===== src/rtl/mux_pipe_n.sv =====
// N-way registered selector with valid/ready handshake and a 2-entry skid buffer.
// Optional output-transfer counter enabled by defining MUX_PIPE_N_XFER_CNT_EN.
module mux_pipe_n #(
  parameter int WIDTH  = 32,
  parameter int NUM_IN = 4,
  parameter int SEL_W  = 2
) (
  input  logic                    clk,
  input  logic                    rst,
  input  logic [NUM_IN*WIDTH-1:0] in_data,
  input  logic [SEL_W-1:0]        sel,
  input  logic                    in_valid,
  output logic                    in_ready,
  input  logic                    flush,
  output logic [WIDTH-1:0]        out_data,
  output logic                    out_valid,
  input  logic                    out_ready,
  output logic                    sel_err,
  output logic [31:0]             xfer_cnt
);

  logic [WIDTH-1:0] src [NUM_IN];
  logic [WIDTH-1:0] sel_data;
  logic             sel_ok;

  logic [WIDTH-1:0] out_data_reg, out_data_next;
  logic             out_valid_reg, out_valid_next;
  logic [WIDTH-1:0] skid_data_reg, skid_data_next;
  logic             skid_valid_reg, skid_valid_next;
  logic             in_ready_reg, in_ready_next;
  logic             sel_err_reg, sel_err_next;
  logic             accept;
  logic             main_free;

  generate
    for (genvar gi = 0; gi < NUM_IN; gi++) begin : g_src
      assign src[gi] = in_data[gi*WIDTH +: WIDTH];
    end
  endgenerate

  // Out-of-range selects yield zero rather than aliasing onto a real source.
  always_comb begin
    sel_data = '0;
    sel_ok   = 1'b0;
    for (int k = 0; k < NUM_IN; k++) begin
      if (sel == SEL_W'(k)) begin
        sel_data = src[k];
        sel_ok   = 1'b1;
      end
    end
  end

  assign accept    = in_valid && in_ready_reg;
  assign main_free = out_ready || !out_valid_reg;

  always_comb begin
    out_data_next   = out_data_reg;
    out_valid_next  = out_valid_reg;
    skid_data_next  = skid_data_reg;
    skid_valid_next = skid_valid_reg;
    if (flush) begin
      out_valid_next  = 1'b0;
      skid_valid_next = 1'b0;
    end else if (main_free) begin
      if (skid_valid_reg) begin
        out_data_next   = skid_data_reg;
        out_valid_next  = 1'b1;
        skid_valid_next = 1'b0;
      end else if (accept) begin
        out_data_next  = sel_data;
        out_valid_next = 1'b1;
      end else begin
        out_valid_next = 1'b0;
      end
    end else if (accept) begin
      skid_data_next  = sel_data;
      skid_valid_next = 1'b1;
    end
    // Ready is registered so the consumer's ready never reaches the producer combinationally.
    in_ready_next = !skid_valid_next;
    sel_err_next  = sel_err_reg || (accept && !flush && !sel_ok);
  end

  always_ff @(posedge clk) begin
    if (rst) begin
      out_data_reg   <= '0;
      out_valid_reg  <= 1'b0;
      skid_data_reg  <= '0;
      skid_valid_reg <= 1'b0;
      in_ready_reg   <= 1'b1;
      sel_err_reg    <= 1'b0;
    end else begin
      out_data_reg   <= out_data_next;
      out_valid_reg  <= out_valid_next;
      skid_data_reg  <= skid_data_next;
      skid_valid_reg <= skid_valid_next;
      in_ready_reg   <= in_ready_next;
      sel_err_reg    <= sel_err_next;
    end
  end

  assign out_data  = out_data_reg;
  assign out_valid = out_valid_reg;
  assign in_ready  = in_ready_reg;
  assign sel_err   = sel_err_reg;

`ifdef MUX_PIPE_N_XFER_CNT_EN
  logic [31:0] xfer_cnt_reg;

  // Counts consumer handshakes, including one that coincides with a flush.
  always_ff @(posedge clk) begin
    if (rst) begin
      xfer_cnt_reg <= '0;
    end else if (out_valid_reg && out_ready) begin
      xfer_cnt_reg <= xfer_cnt_reg + 32'd1;
    end
  end

  assign xfer_cnt = xfer_cnt_reg;
`else
  assign xfer_cnt = '0;
`endif

endmodule


===== config.mk =====
export PLATFORM = sky130hd
export DESIGN_NAME = mux_pipe_n
export DESIGN_NICKNAME = d
export VERILOG_FILES = /design/src/rtl/mux_pipe_n.sv
export SDC_FILE = /design/constraint.sdc
export NUM_CORES = 1
export LEC_CHECK = 0
export ABC_AREA = 1
export BUFFER_PORTS_ARGS = -buffer_cell sky130_fd_sc_hd__buf_2
export CAP_MARGIN = 25
export CORE_ASPECT_RATIO = 1.4
export CORE_MARGIN = 2
export CORE_UTILIZATION = 25
export DETAILED_ROUTE_END_ITERATION = 8
export PLACE_DENSITY = 0.48
export SKIP_LAST_GASP = 1
export SYNTH_ARGS = -nofsm -noshare
export SYNTH_HDL_FRONTEND = slang
export SYNTH_SLANG_ARGS = --single-unit

===== constraint.sdc =====
create_clock -name clk -period 1.94 [get_ports clk]
set_clock_uncertainty 0.1 [all_clocks]
set_input_delay 0.097 -clock clk [delete_from_list [all_inputs] [get_ports clk]]
set_output_delay 0.097 -clock clk [all_outputs]
set_load 0.01 [all_outputs]

==> results.md, run 1 <==
* Status: completed
* GP Congestion at between 0.7 and 0.8
* Internal power of the cells at ~2.6 mW
* Reg power frac at 0.404
* Final worst hold slack at between 0.02 and 0.025 ns
* Prevailing post-synth register cell: sky130_fd_sc_hd__dfxtp_1
* Maximum fanout along the worst path at 32
* Detailed-route vias per instance at about 4.5
* Global-route wire length before repair at ~23000 µm
* Max Transition Viols Final at 0
* Number of instances resized during post-cts repair at 0
* Core area at around 0.017 mm²
* Number of placed cells counting well taps at roughly 1000
* Count of mapped cells out of synthesis at about 700
* Critical path class: input port to flop
* Depth of the worst register-to-register path at 7
* Final core utilization at 0.323
* Number of enable-type register cells in the synthesized netlist at 0
* Crit end category: flop
* Category of the worst setup path launch point: input port
* Number of buffers added on ports at about 170
* Maximum Capacitance Violations at 0
* Switching share of power at 0.286
* Proportion of synthesized chip area in sequential cells at 0.319
* Floorplan die area at between 0.015 and 0.02 mm²
* Warnings, synthesis at 0
* Row Count at 56
* Worst-case vdd ir drop at 0.318 mV
* Class of the tightest hold or removal check: input port to flop
* Maximum clock insertion buffer count at 2
* DRC violations left at 0
* Overall via count from detail_route at approximately 4700
* Fmax achieved at 0.651 GHz
* Length of the first detailed-routing pass in iterations at 4
* Most frequent cell after synthesis: sky130_fd_sc_hd__nand2_1
* Root Driver: sky130_fd_sc_hd__clkbuf_16
* Endpoints failing hold at 0
* Data required time at the worst endpoint at ~2.1 ns
* Routed wire length per instance at 14.3 µm
* Worst hold path depth at 4
* ANT nets after route at 0
* Worst Setup Slack, final at 0.403 ns
* Count of non-filler cells in the finished layout at approximately 1000
* Part of the cycle the worst path needs at 0.792
* Minimum period implied by the final worst setup slack at between 1.5 and 2 ns
* Setup violators final at 0
* All-layer global routing usage at 0.165
* Initial Util at 0.255
* HPWL Detailed at approximately 10000 µm
* Fraction of registers with async set or reset after synthesis at 0
* Post-synth design cell area at roughly 0.0043 mm²
* Worst path arrival time at around 1.7 ns
* Synth cell count leaders: 131 x sky130_fd_sc_hd__nand2_1, 96 x sky130_fd_sc_hd__nand3_1, 68 x sky130_fd_sc_hd__dfxtp_1, 67 x sky130_fd_sc_hd__inv_1
* Top-area cell type share of the netlist area at 0.319
* Initial antenna violation count at 0
* Number of violations reported at the end of detailed-routing iteration 0 at around 150
* Clock group share of total power at 0.410
* Cts hold-fix bufs at 2
* Power per unit of standard cell area at 680 mW/mm²
* Number of different library cells in the post-synthesis netlist at 24
* Fraction of final layout cells with drive strength greater than 1 at 0.252
* Clock-pin slew of the registers on the worst-case setup and hold paths at approximately 0.060 ns
* Mean instance size in the synthesized netlist at around 6.3 µm²
* Area growth from synthesis to layout at 26.9%
* Via count of the first global-routing pass at about 4500
* Main area contributors after synthesis: sky130_fd_sc_hd__dfxtp_1 32%, sky130_fd_sc_hd__nand2_1 12%, sky130_fd_sc_hd__nand3_1 11%
* Setup repair after global routing missed its margin: false
* DP Worst Slack at ~0.48 ns
* Number of buffers added for setup after CTS at 0
* GRT overflow at 0
* Static Leak at around 3.0 nW
* Total routed wirelength at 14800 µm
* Synthesized flop and latch total at 68
* Clock latency at the later pin of the worst-skew pair at approximately 0.33 ns
* Share of total power in combinational logic at 0.186
* TritonCTS clock tree: yes
* Nets@finish at between 900 and 1000
* Maximum level of the CTS H-tree at 3
* Filler cells at around 1900
* Net Switching at between 1 and 1.5 mW
* Die outline width at 114 µm
* Io pins at around 200
* Clock sinks at 68
* Final antenna diode count at 0
* Number of clock buffers inserted by TritonCTS at 9
* Vertical die dimension at about 160 µm
* Post-Route Setup TNS at 0 ns
* Post-synthesis cell type with the largest combined area: sky130_fd_sc_hd__dfxtp_1
* Largest net degree at the start of global routing at between 40 and 50
==> power by group through the flow <==
stage / Sequential (mW) / Clock (mW) / Combinational [mW]
detailed placement: 1.52 / 0 / 0.690
floorplan: 1.54 / 0 / 0.422
global placement: 1.52 / 0 / 0.695
global route: 1.50 / 1.61 / 0.774
finish: 1.49 / 1.51 / 0.685
CTS: 1.49 / 1.57 / 0.697
==> worst max-delay path, stage by stage <==
cell and delay [ns]:
sky130_fd_sc_hd__dlygate4sd3_1 0.53, sky130_fd_sc_hd__buf_2 0.13, sky130_fd_sc_hd__inv_2 0.04, sky130_fd_sc_hd__nand2_2 0.07, sky130_fd_sc_hd__inv_2 0.06, sky130_fd_sc_hd__nand2_1 0.07, sky130_fd_sc_hd__nor2_2 0.08, sky130_fd_sc_hd__buf_4 0.34
sky130_fd_sc_hd__o21ai_0 0.15, sky130_fd_sc_hd__nor2_1 0.11
==> worst paths after layout <==
kind / startpoint / endpoint / slack [ns]
worst max-delay path: out_ready / skid_data_reg[6]$_SDFFE_PP0P_ / 0.40
worst min-delay path: flush / skid_valid_reg$_SDFF_PP0_ / 0.02
worst max register to register: in_ready$_SDFF_PP1_ / out_data[12]$_SDFFE_PP0P_ / 0.48
worst min register to register: sel_err$_SDFF_PP0_ / sel_err$_SDFF_PP0_ / 0.33
==> metrics by stage <==
stage	instance area, µm²	power (mW)
final	5410	3.68
after global routing	5410	3.88
after CTS	5410	3.75
after detailed placement	5120	2.21
after global placement	5120	2.21
after floorplan	4380	1.96
==> layer usage <==
| layer | wire, µm | GRT usage |
|---|---|---|
| met2 | 7250 | 0.298 |
| met5 | 0 | 0 |
| met3 | 926 | 0.0247 |
| met4 | 272 | 0.0668 |
| met1 | 6340 | 0.193 |
==> area by class of cell <==
type,count,area [µm²],area share
clock buffers,12,246,0.0455
multi-input cells,493,2250,0.416
inverters,73,274,0.0506
well taps,203,254,0.0469
repair buffers,184,1000,0.185
clock inverters,4,25.0,0.00462
flip-flops and latches,68,1360,0.251
==> cell usage in the layout (no fill, tap or decap), types with 2 or more instances in the layout <==
cell and instances:
sky130_fd_sc_hd__clkbuf_16 9, sky130_fd_sc_hd__inv_2 6, sky130_fd_sc_hd__dlygate4sd3_1 2, sky130_fd_sc_hd__nor2_1 65
sky130_fd_sc_hd__inv_1 67, sky130_fd_sc_hd__or2_2 2, sky130_fd_sc_hd__o21ai_0 63, sky130_fd_sc_hd__clkinvlp_4 2
sky130_fd_sc_hd__or2_0 30, sky130_fd_sc_hd__nand2_1 131, sky130_fd_sc_hd__clkbuf_1 2, sky130_fd_sc_hd__nand3_1 96
sky130_fd_sc_hd__clkinv_2 2, sky130_fd_sc_hd__nand2_2 2, sky130_fd_sc_hd__buf_12 3, sky130_fd_sc_hd__buf_4 10
sky130_fd_sc_hd__a21oi_1 65, sky130_fd_sc_hd__buf_2 169, sky130_fd_sc_hd__conb_1 32, sky130_fd_sc_hd__dfxtp_1 68
==> kinds of logic after synthesis <==
| logic type | synth area share |
|---|---|
| simple gates | 0.348 |
| other cells | 0.000879 |
| buf+inv | 0.180 |
| compound gates | 0.151 |
| flops | 0.319 |
Note: power is estimated with default switching activity, not from simulation.
==> run 2, diff against run 1 <==
- ABC_AREA: 1 -> 0
- PLACE_DENSITY: 0.48 -> 0.5
- clock period: 1.94 -> 1.5 ns (I/O delays scaled with it)
==> results.md, run 2 <==
* Global-route wire length before repair at 17500 µm (-23%)
* Peak-usage layer in the global routing report: met2
* Clock sinks at 68 (unchanged)
* Critical Path Start: out_valid$_SDFFE_PP0P_
* Clock-pin slew of the registers on the worst-case setup and hold paths at 0.06 ns (about the same)
* Critical path class: flop to flop
* Via count of the first global-routing pass at 3236 (-28%)
* Area growth from synthesis to layout at 36.7%
* Initial antenna violation count at 0 (unchanged)
* Warnings, synthesis at 0 (unchanged)
* Setup repair after global routing missed its margin: true
* Crit end category: flop
* HPWL Detailed at 8160 µm (-22%)
* Number of clock buffers inserted by TritonCTS at 9 (unchanged)
* Number of enable-type register cells in the synthesized netlist at 0 (unchanged)
* Die outline width at 107 µm (-6.4%)
* Number of violations reported at the end of detailed-routing iteration 0 at 127 (-14%)
* Part of the cycle the worst path needs at 0.990
* Reg power frac at 0.400 (-0.004)
* Fmax achieved at approximately 0.67 GHz
* DP Worst Slack at -0.262 ns (-0.740 ns)
* Maximum fanout along the worst path at 8 (-75%)
* Total routed wirelength at 11700 µm (-21%)
* Post-Route Setup TNS at 0 ns (unchanged)
* Prevailing post-synth register cell: sky130_fd_sc_hd__dfxtp_1
* Nets@finish at 612 (-37%)
* Chain of cells forming the critical path: and4b_2 -> buf_4 -> nor3b_4 -> buf_12 -> clkbuf_16 -> a22o_1
* TritonCTS clock tree: yes
* Number of buffers added on ports at 169 (unchanged)
* Initial Util at 0.256 (+0.00133)
* All-layer global routing usage at 0.144 (-0.0208)
* Most frequent cell after synthesis: sky130_fd_sc_hd__dfxtp_1
* Minimum period implied by the final worst setup slack at 1.49 ns
* Post-synthesis cell type with the largest combined area: sky130_fd_sc_hd__dfxtp_1
* Core area at 0.0145 mm² (-13%)
* Root Driver: sky130_fd_sc_hd__clkbuf_16
* Slowest CP cell: sky130_fd_sc_hd__dfxtp_2
* Count of mapped cells out of synthesis at 308 (-55%)
* GRT overflow at 0 (unchanged)
* Setup violators final at 0 (unchanged)
* ANT nets after route at 0 (unchanged)
* Power per unit of standard cell area at 946 mW/mm² (+39%)
* Main area contributors after synthesis: sky130_fd_sc_hd__dfxtp_1 37%, sky130_fd_sc_hd__mux4_2 19%, sky130_fd_sc_hd__mux2i_1 8.6%
* Mean instance size in the synthesized netlist at 12.1 µm² (+92%)
* Switching share of power at 0.263 (-0.0231)
* Floorplan die area at 0.0159 mm² (-13%)
* Fraction of final layout cells with drive strength greater than 1 at 0.519 (+0.267)
* DRC violations left at 0 (unchanged)
* Post-synth design cell area at 0.00371 mm² (-13%)
* GP Congestion at 0.759 (+4.7%)
* Met3 global-route usage at 0.0337 (+0.00900)
* Largest incremental delay on the critical path at 0.32 ns (-0.21 ns)
* Row Count at 52 (-7.1%)
* Worst-case vdd ir drop at 0.420 mV (+32%)
* Largest net degree at the start of global routing at 33 (-33%)
* Category of the worst setup path launch point: flop
* Io pins at 202 (unchanged)
* Number of different library cells in the post-synthesis netlist at 23 (-4.2%)
* Clock latency at the later pin of the worst-skew pair at 0.33 ns (about the same)
* Final core utilization at 0.350 (+0.0268)
* Share of total power in combinational logic at 0.184 (-0.002)
* Vertical die dimension at 148 µm (-6.5%)
* Length of the first detailed-routing pass in iterations at 4 (unchanged)
* Data required time at the worst endpoint at 1.62 ns (-0.49 ns)
* Maximum Capacitance Violations at 0 (unchanged)
* Max Transition Viols Final at 0 (unchanged)
* Clock group share of total power at 0.416 (+0.006)
* Met2 demand-to-capacity share in global routing at 0.256 (-0.0412)
* Top-area cell type share of the netlist area at 0.366 (+0.0473)
* Top library cells by usage in the layout, fill and taps aside: 169 x sky130_fd_sc_hd__buf_2, 66 x sky130_fd_sc_hd__dfxtp_1
* Maximum clock insertion buffer count at 2 (unchanged)
* Detailed-route vias per instance at 4.80 (+6.9%)
* Leading cell type in the layout, fill and taps excluded: sky130_fd_sc_hd__buf_2
* Endpoints failing hold at 0 (unchanged)
* Fraction of registers with async set or reset after synthesis at 0 (unchanged)
* Class of the tightest hold or removal check: input port to flop
* Origin of the worst min-delay path: in_valid
* Net Switching at 1.26 mW (+20%)
* Static Leak at 2.15 nW (-28%)
* Internal power of the cells at 3.54 mW (+35%)
* Worst path arrival time at 1.61 ns (-0.10 ns)
* Synthesized flop and latch total at 68 (unchanged)
* Worst Setup Slack, final at 0.0149 ns (-0.388 ns)
* Reg-to-reg critical path startpoint: out_valid$_SDFFE_PP0P_
* Status: completed
* Maximum level of the CTS H-tree at 3 (unchanged)
* Proportion of synthesized chip area in sequential cells at 0.366 (+0.0473)
* Routed wire length per instance at 17.5 µm (+22%)
* Global-route track usage on met1 at 0.169 (-0.0238)
* Synth cell count leaders: 68 x sky130_fd_sc_hd__dfxtp_1, 35 x sky130_fd_sc_hd__buf_4
* Overall via count from detail_route at 3226 (-31%)
==> run 2: path summary, 6_finish.rpt <==
path                                                        to  slack [ns]  depth (start not counted)
worst min-delay path                    out_valid$_SDFFE_PP0P_        0.07                          3
worst max register to register  skid_data_reg[15]$_SDFFE_PP0P_        0.01                          6
worst min register to register  skid_data_reg[23]$_SDFFE_PP0P_        0.38                          1
worst max-delay path            skid_data_reg[15]$_SDFFE_PP0P_        0.01                          6
==> run 2: kinds of logic (layout without fill, tap and decap cells) <==
kind of cell           count (synthesis)  after routing  share of synthesized area
AO/OA/AOI/OAI                        100            101                      0.204
flip-flops                            68             68                      0.366
other                                  1             33                    0.00101
buffers and inverters                 69            210                      0.134
multiplexers                          64             64                      0.280
AND/OR/NAND/NOR                        6              7                     0.0145
==> run 2: timing repair <==
item	in CTS	in global routing
pin swaps	3	0
hold endpoints to repair	3	0
cloned	2	2
hold buffers	1	0
buffers inserted	5	1
endpoints found under the setup margin	33	64
gates resized for setup	3	3
==> run 2: per-layer routing <==
layer	part of all wire	vias up
met4	0.016	0
met2	0.51	138
li1	-	1525
met5	0	-
met3	0.059	11
met1	0.41	1552
==> run 2: power groups by stage <==
stage	Clock (mW)	Combinational, mW	Sequential, mW
floorplan	0	0.549	1.98
global placement	0	0.847	1.96
detailed placement	0	0.858	1.96
CTS	2.05	0.890	1.92
global route	2.14	0.972	1.93
finish	2.00	0.885	1.92
==> run 2: cell type report <==
type	count	area (µm²)
diodes	1	2.50
inverters	2	7.51
fillers	1491	9430
clock buffers	11	253
well taps	189	236
multi-input cells	204	2020
repair buffers	192	1160
flip-flops and latches	68	1360
clock inverters	5	35.0
==> run 2: worst max-delay path, delay by kind of cell, from the launching register on <==
kind / cells / cell delay (ns)
AO/OA/AOI/OAI: 1 / 0.18
flip-flops: 1 / 0.32
AND/OR/NAND/NOR: 2 / 0.36
buffers and inverters: 3 / 0.42
==> run 2: metrics by stage <==
| step | std cells | total power, mW | cell area, µm² | hold WS (ns) |
|---|---|---|---|---|
| after floorplan | 339 | 2.53 | 3830 | 0.0535 |
| after global placement | 645 | 2.81 | 4620 | 0.237 |
| after detailed placement | 645 | 2.82 | 4620 | 0.246 |
| after CTS | 669 | 4.86 | 5040 | 0.0620 |
| after global routing | 671 | 5.04 | 5080 | 0.0806 |
| final | 672 | 4.81 | 5080 | 0.0722 |
